**src/rtl/fp_pkg.sv**
```systemverilog
// Shared types for the single-precision adder and its sharing controller.
package fp_pkg;

  typedef logic [31:0] fp32_t;

  localparam int FADD_LAT = 3;
  localparam int TAG_ID_W = 3;  // wide enough for up to 8 requesters

  typedef struct packed {
    logic                valid;
    logic [TAG_ID_W-1:0] id;
  } fadd_tag_t;

  function automatic fp32_t fp_neg(input fp32_t x);
    return {~x[31], x[30:0]};
  endfunction

endpackage

```
**src/rtl/rr_arbiter.sv**
```systemverilog
// Round-robin arbiter: combinational one-hot grant searched from a registered
// pointer, which moves just past the winner on every grant.
module rr_arbiter #(
  parameter int N_REQ = 4,
  parameter int ID_W  = $clog2(N_REQ)
) (
  input  logic             clk,
  input  logic             rst_n,
  input  logic [N_REQ-1:0] req,
  input  logic             hold,
  output logic [N_REQ-1:0] grant,
  output logic [ID_W-1:0]  grant_id
);

  localparam int SW = ID_W + 1;

  logic [ID_W-1:0] r_ptr;
  logic [SW-1:0]   w_sum;
  logic [ID_W-1:0] w_idx;
  logic            w_found;

  always_comb begin
    // NOTE: every variable gets a default before the search loop so no latch is inferred.
    grant    = '0;
    grant_id = '0;
    w_found  = 1'b0;
    w_sum    = '0;
    w_idx    = '0;
    for (int k = 0; k < N_REQ; k++) begin
      w_sum = {1'b0, r_ptr} + SW'(k);
      if (w_sum >= SW'(N_REQ)) w_sum = w_sum - SW'(N_REQ);
      w_idx = w_sum[ID_W-1:0];
      if (rst_n && !hold && !w_found && req[w_idx]) begin
        grant[w_idx] = 1'b1;
        grant_id     = w_idx;
        w_found      = 1'b1;
      end
    end
  end

  always_ff @(posedge clk or negedge rst_n) begin
    // NOTE: sequential state is updated with non-blocking assignments only.
    if (!rst_n) begin
      r_ptr <= '0;
    end else if (|grant) begin
      r_ptr <= (grant_id == ID_W'(N_REQ - 1)) ? '0 : grant_id + ID_W'(1);
    end
  end

endmodule

```
**src/rtl/fadd_share_ctrl.sv**
```systemverilog
// Shares one pipelined FP adder among N_REQ requesters; a tag pipeline matched
// to the adder latency returns each result with its owner's ID.
module fadd_share_ctrl
  import fp_pkg::*;
#(
  parameter int N_REQ = 4,
  parameter int LAT   = FADD_LAT,
  parameter int ID_W  = $clog2(N_REQ)
) (
  input  logic                   clk,
  input  logic                   rst_n,
  input  logic                   hold,
  input  logic  [N_REQ-1:0]      req_valid,
  input  fp32_t [N_REQ-1:0]      req_a,
  input  fp32_t [N_REQ-1:0]      req_b,
  input  logic  [N_REQ-1:0]      req_sub,
  output logic  [N_REQ-1:0]      req_ready,
  output fp32_t                  fadd_a,
  output fp32_t                  fadd_b,
  input  fp32_t                  fadd_c,
  output logic                   resp_valid,
  output logic  [ID_W-1:0]       resp_id,
  output fp32_t                  resp_c,
  output logic  [2:0]            inflight,
  output logic                   busy
);

  logic [N_REQ-1:0] w_grant;
  logic [ID_W-1:0]  w_grant_id;
  logic             w_hs;

  fp32_t            r_fadd_a;
  fp32_t            r_fadd_b;
  fadd_tag_t        r_tag [LAT+1];
  logic [2:0]       r_inflight;

  rr_arbiter #(
    .N_REQ (N_REQ),
    .ID_W  (ID_W)
  ) u_arb (
    .clk      (clk),
    .rst_n    (rst_n),
    .req      (req_valid),
    .hold     (hold),
    .grant    (w_grant),
    .grant_id (w_grant_id)
  );

  // A grant is only ever given to a valid requester, so any grant is a handshake.
  assign w_hs = |w_grant;

  always_ff @(posedge clk or negedge rst_n) begin
    if (!rst_n) begin
      r_fadd_a <= '0;
      r_fadd_b <= '0;
    end else if (w_hs) begin
      r_fadd_a <= req_a[w_grant_id];
      r_fadd_b <= req_sub[w_grant_id] ? fp_neg(req_b[w_grant_id]) : req_b[w_grant_id];
    end
  end

  always_ff @(posedge clk or negedge rst_n) begin
    if (!rst_n) begin
      // NOTE: the tag stages are reset so work in flight at reset never produces a response.
      for (int k = 0; k <= LAT; k++) r_tag[k] <= '0;
    end else begin
      r_tag[0] <= '{valid: w_hs, id: TAG_ID_W'(w_grant_id)};
      for (int k = 1; k <= LAT; k++) r_tag[k] <= r_tag[k-1];
    end
  end

  always_ff @(posedge clk or negedge rst_n) begin
    if (!rst_n) begin
      r_inflight <= '0;
    end else begin
      case ({w_hs, resp_valid})
        2'b10:   r_inflight <= r_inflight + 3'd1;
        2'b01:   r_inflight <= r_inflight - 3'd1;
        default: r_inflight <= r_inflight;
      endcase
    end
  end

  assign req_ready  = w_grant;
  assign fadd_a     = r_fadd_a;
  assign fadd_b     = r_fadd_b;
  assign resp_valid = r_tag[LAT].valid;
  assign resp_id    = ID_W'(r_tag[LAT].id);
  assign resp_c     = fadd_c;
  assign inflight   = r_inflight;
  assign busy       = (r_inflight != 3'd0);

endmodule

```
**config.mk**
```make
export PLATFORM = sky130hd
export DESIGN_NAME = fadd_share_ctrl
export DESIGN_NICKNAME = d
export VERILOG_FILES = /design/src/rtl/fp_pkg.sv /design/src/rtl/rr_arbiter.sv /design/src/rtl/fadd_share_ctrl.sv
export SDC_FILE = /design/constraint.sdc
export NUM_CORES = 1
export LEC_CHECK = 0
export CORE_AREA = 2 2 158 160
export CTS_BUF_LIST = sky130_fd_sc_hd__clkbuf_8
export CTS_CLUSTER_SIZE = 40
export DETAILED_ROUTE_END_ITERATION = 10
export DIE_AREA = 0 0 160 162
export GPL_ROUTABILITY_DRIVEN = 0
export PLACE_DENSITY = 0.69
export SYNTH_ARGS = -nofsm -noshare
export SYNTH_HDL_FRONTEND = slang
export SYNTH_SLANG_ARGS = --single-unit
```
**constraint.sdc**
```tcl
create_clock -name clk -period 3.8 [get_ports clk]
set_input_delay 0.57 -clock clk [delete_from_list [all_inputs] [get_ports clk]]
set_output_delay 0.57 -clock clk [all_outputs]
set_load 0.005 [all_outputs]
```
# [Word-level counts from Yosys, hierarchy flattened]
# Cells that the tools add are included.
[word_totals] regBits=81
[op_classes] order_cmp=13 reduce_logical=19 eq_ne=3 add_sub_neg=10 bitwise=4 mux=40
[ops] op="$bmux W32 S2" n=2
[ops] op="$mux W32" n=3
[ops] op="$mux W2" n=9
[ops] op="$mux W4" n=4
[ops] op="$lt A2 B3 Y1 const B" n=5
[ops] op="$logic_and A1 B1 Y1" n=12
[ops] op="$mux W1" n=12
[ops] op="$or A4 B4 Y4" n=3
[ops] op="$bmux W1 S2" n=5
[ops] op="$ge A3 B3 Y1 const B" n=3
[ops] op="$demux W1 S2" n=4
[ops] op="$ge A2 B1 Y1 const B" n=4
[ops] op="$sub A2 B1 Y2 const B" n=4
[ops] op="$add A2 B2 Y3 const B" n=2
[ops] op="$pmux W3 S2" n=1
[ops] op="$eq A2 B2 Y1 const B" n=2
[ops] op="$logic_not A1 Y1" n=4
[ops] op="$reduce_or A4 Y1" n=1
[ops] op="$add A2 B1 Y3 const B" n=1
[ops] op="$add A3 B1 Y3 const B" n=1
[ops] op="$ge A2 B3 Y1 const B" n=1
[ops] op="$reduce_bool A3 Y1" n=1
[ops] op="$sub A3 B1 Y3 const B" n=1
[ops] op="$add A2 B1 Y2 const B" n=1
[ops] op="other kinds (3)" n=3

# [Depth between registers and ports, before layout]
[depth] ltp_word=22 depth_mapped=16

# [Cells and area by module]
# A second synthesis with hierarchy kept.
[hier_totals] cells_unflattened=500 hier_area_um2=5480.3
[by_module_without_submodules] mod="fadd_share_ctrl" area_per_inst_um2=4768.3 instances=1 seq_area_each_um2=1976.9 cells_per_inst=410
[by_module_without_submodules] mod="rr_arbiter" area_per_inst_um2=711.9 instances=1 seq_area_each_um2=50.0 cells_per_inst=90

# [Worst setup path after synthesis]
# OpenSTA, ideal clock, no wires.
[synth_path] kind="flip-flop to flip-flop" start="reg u_arb.r_ptr[0]" end="reg r_inflight[2], in the netlist inflight[2]" arrival_ps=3858 n_path_buf=3 synth_period_minus_slack_ps=3937 t_required_ps=3721 slack_ps=-137 stages_incl_launch_ff=17 setup_time_ps=79 path_cell_list="dfrtp_1 -> buf_2 -> inv_1 -> ha_1 -> clkbuf_1 -> mux4_2 -> nand3b_1 -> a21oi_1 -> a221o_1 -> nor4_4 -> buf_2 -> ha_1 -> inv_1 -> fa_1 -> xor2_1 -> nor2_1 -> xor2_1"
[synth_via] elab_chain_cells=21 word_cells_on_any_way=68
[synth_rtl] item="from (decl)" line_no="rr_arbiter.sv:17" rtl="logic [ID_W-1:0] r_ptr;"
[synth_rtl] item="from (signal assigned)" line_no="rr_arbiter.sv:46" rtl="r_ptr <= (grant_id == ID_W'(N_REQ - 1)) ? '0 : grant_id + ID_W'(1);"
[synth_rtl] item="branches (longest 17 deep; another with $add A2 B1 Y3)"
[synth_rtl] item="$mux W4 (*)" line_no="rr_arbiter.sv:33" rtl="if (rst_n && !hold && !w_found && req[w_idx]) begin"
[synth_rtl] item="named net req_ready[2]" line_no="fadd_share_ctrl.sv:17" rtl="output logic [N_REQ-1:0] req_ready,"
[synth_rtl] item="$reduce_or A4 Y1 (*)" line_no="fadd_share_ctrl.sv:50" rtl="assign w_hs = |w_grant;"
[synth_rtl] item="$eq A2 B1 Y1 or $eq A2 B2 Y1 (tied branches)" line_no="fadd_share_ctrl.sv:76" rtl="case ({w_hs, resp_valid})"
[synth_rtl] item="$pmux W3 S2 or $reduce_bool A2 Y1 (tied branches)"
[synth_rtl] item="to (signal assigned)" line_no="fadd_share_ctrl.sv:77" rtl="2'b10: r_inflight <= r_inflight + 3'd1;"
[synth_rtl] item="to (signal assigned)" line_no="fadd_share_ctrl.sv:78" rtl="2'b01: r_inflight <= r_inflight - 3'd1;"
[synth_rtl] item="to (signal assigned)" line_no="fadd_share_ctrl.sv:79" rtl="default: r_inflight <= r_inflight;"
[synth_rtl] item="to (decl)" line_no="fadd_share_ctrl.sv:35" rtl="logic [2:0] r_inflight;"
# Mark *: on every way through the listed nets, which the timed path passes. The select of a mux whose other input is x is not followed.
# A chain may end at the register's enable or synchronous reset.

# [Worst setup path in the final report]
[layout_path] start="in req_valid[0]" end="out req_ready[2]"
[layout_via] elab_chain_cells=16 word_cells_on_any_way=28
[layout_rtl] item="from (decl)" line_no="fadd_share_ctrl.sv:13" rtl="input logic [N_REQ-1:0] req_valid,"
[layout_rtl] item="$bmux W1 S2" line_no="rr_arbiter.sv:33"
[layout_rtl] item="$mux W1 (not written as such)" line_no="rr_arbiter.sv:33"
[layout_rtl] item="$logic_and A1 B1 Y1" line_no="rr_arbiter.sv:33"
[layout_rtl] item="$mux W1" line_no="rr_arbiter.sv:33"
[layout_rtl] item="$logic_not A1 Y1" line_no="rr_arbiter.sv:33"
[layout_rtl] item="$logic_and A1 B1 Y1 (2 in a row)" line_no="rr_arbiter.sv:33"
[layout_rtl] item="$mux W1" line_no="rr_arbiter.sv:33"
[layout_rtl] item="$logic_not A1 Y1" line_no="rr_arbiter.sv:33"
[layout_rtl] item="$logic_and A1 B1 Y1 (2 in a row)" line_no="rr_arbiter.sv:33"
[layout_rtl] item="$mux W1" line_no="rr_arbiter.sv:33"
[layout_rtl] item="$logic_not A1 Y1" line_no="rr_arbiter.sv:33"
[layout_rtl] item="$logic_and A1 B1 Y1 (2 in a row)" line_no="rr_arbiter.sv:33"
[layout_rtl] item="$mux W4 (*)" line_no="rr_arbiter.sv:33"
[layout_rtl] item="to (decl)" line_no="fadd_share_ctrl.sv:17"
# Mark *: on every way between the ends. The rest lies on a longest branch, timed or not. The select of a mux whose other input is x is not followed.

==> metrics.yaml <==
p_per_area_nw_per_um2: 531.7
clk_latency_ps: 360
syn_area_per_cell_um2: 11.98
die_w_um: 160
worst_ep_required_time_ps: 3230
synth_common_cells: "mux2i_1 (195), dfrtp_1 (81), mux2_2 (49)"
reg2reg_depth: 13
layout_min_cycle_time_ps: 3621
instances_no_fill: 1127
layout-drive-gt1-share: 0.1258
end_kind: "output port"
total_power_mw: 5.177
io_buffers: 341
clk_pin_slew_ps: 90
n_fill_cell: 2431
grt_overflow: 0
dr.pass1.iters: 4
cts_hold_buf: 0
fin_crit_sh: 0.9529
fin_tns_setup_ps: 0
ir_worst_vdd_uv: 313.6
synth_top_area_frac: 0.3459
syn2layout_area_growth_pct: 66.16
antenna_found_initial: 0
drc: 0
initial_core_util: 0.2431
reg2reg_slack_ps: 360
synth_warnings: 0
worstSetupPathType: "input port to output port"
fin_nets: 1108
yosysTopAreaCell: "dfrtp_1"
yosysMostFrequentCell: "mux2i_1"
ys.flop_type: "dfrtp_1"
synth_area_um2: 5861
multi_input_area_um2: 3368
drtAntennaViolNets: 0
arrival_ps: 3050
grt_pass1_wl_um: 30100
cts.path.max_buffers: 2
grt_pass1_vias: 5279
row_count: 57
postSynthCellCount: 489
finalHoldViolations: 0
leakage_nw: 3.684
num_vias: 4996
drt_wl_total_um: 20320
rsz0062_at_grt: "false"
track_usage: 0.1520
ctsResizeCount: 1
worst_pin_slew_ps: 563.6
cts_tree: "yes"
wire_per_inst_um: 18.03
drv_slew: 0
synth_nets: 799
cap_violations: 0
ys_seq_elements: 81
synth_area_leaders: "dfrtp_1 (35%), mux2i_1 (33%), mux2_2 (9.4%)"
cp-endpoint: "req_ready[2]"
timing.rr.end: "inflight[2]"
dp_hpwl_um: 16630
slew_headroom: 0.6243
crit_start: "req_valid[0]"
grt_start_max_net_pins: 49
post_cts_buffers: 0
placed_cells: 1111
outcome: "complete, no violations"
vias_per_cell: 4.433
cts_sinks: 81
worst_clock_skew_ps: 7.441
synth_edf_count: 0
setup_viol: 0
holdWs_ps: 314.3
start_kind: "input port"
async_flop_share: 1.000
core_um2: 24110
htree_levels: 3
reg2reg_from: "u_arb.r_ptr[1]"
diodes: 0
dieHeight_um: 162
fmax_ghz: 0.2762
synth_seq_area_share: 0.3459
drtIter0Drc: 144
io-pin-count: 406
die-area_um2: 25920
register_area_um2: 2028
synth_cell_types: 35
cts_made_buffers: 9
critPathMaxFanout: 12
clock-root-buffer: "clkbuf_8"
min_path_type: "input port to async pin"
state kept, by name (all words and copies together), names as in the netlist:
| signal | flops |
|---|---|
| r_tag | 9 |
| resp_valid | 1 |
| resp_id | 2 |
| fadd_b | 32 |
| u_arb.r_ptr | 2 |
| inflight | 3 |
| fadd_a | 32 |
routing by layer:
| layer | vias up | GRT usage | wire, um | part of all wire |
|---|---|---|---|---|
| met5 | - | 0 | 0 | 0 |
| li1 | 2365 | - | - | - |
| met1 | 2335 | 0.1594 | 7438 | 0.37 |
| met3 | 21 | 0.04954 | 1869 | 0.092 |
| met4 | 0 | 0.05856 | 495 | 0.024 |
| met2 | 275 | 0.2826 | 10520 | 0.52 |
stage by stage:
stage	setup slack, ps	utilization	area (um2)
2_1_floorplan	90.88	-	5866
3_3_place_gp	86.51	0.3944	9507
3_5_place_dp	2.640	0.3944	9507
4_1_cts	227.4	0.4040	9738
5_1_grt	61.44	0.4040	9738
6_report	178.8	0.4040	9738
where the power goes:
group          leakage, nW  internal, mW  switching (mW)
logic                 2.60          1.83            1.12
registers            0.968          1.28           0.210
clock network        0.112         0.378           0.352
how the worst min path moves through the flow:
stage / startpoint / to / cells after the start
global placement: r_tag[15] / r_tag[11] / 0
finish: rst_n / fadd_a[14] / 2
floorplan: rst_n / fadd_a[0] / 0
global route: rst_n / fadd_b[31] / 2
CTS: rst_n / fadd_a[14] / 2
detailed placement: r_tag[15] / r_tag[11] / 0
placed cells by master (no fill, tap or decap), types with 5 or more instances in the layout:
master / instances
mux2_2: 49
buf_12: 6
nand3b_1: 5
inv_1: 8
clkbuf_8: 9
clkdlybuf4s50_1: 340
a21oi_1: 6
buf_4: 21
mux2_1: 20
xor2_1: 6
nand2_1: 5
mux2i_1: 195
ha_1: 10
dfrtp_1: 80
kinds of logic after synthesis:
kind of cell             after synthesis  synth area share
multiplexers                         268            0.4810
flip-flops                            81            0.3459
buffers and inverters                 77           0.08476
AND/OR/NAND/NOR                       24           0.02583
AO/OA/AOI/OAI                         21           0.02733
adder cells (fa/ha/maj)               11           0.02477
XOR/XNOR                               7           0.01046
final cells by class:
| type | instances | share of cell area |
|---|---|---|
| clock buffer | 9 | 0.01272 |
| tap | 324 | 0.04163 |
| multi-input combinational | 331 | 0.3459 |
| timing repair buffer | 367 | 0.3780 |
| sequential | 81 | 0.2083 |
| inverter | 8 | 0.003084 |
| clock inverter | 7 | 0.01041 |
critical path, cell delays in order:
cell             delay, ps
clkdlybuf4s50_1        540
mux4_2                 640
nor4b_2                470
a221o_1                300
clkdlybuf4s50_1        530
Power figures use the tool's default switching activity.
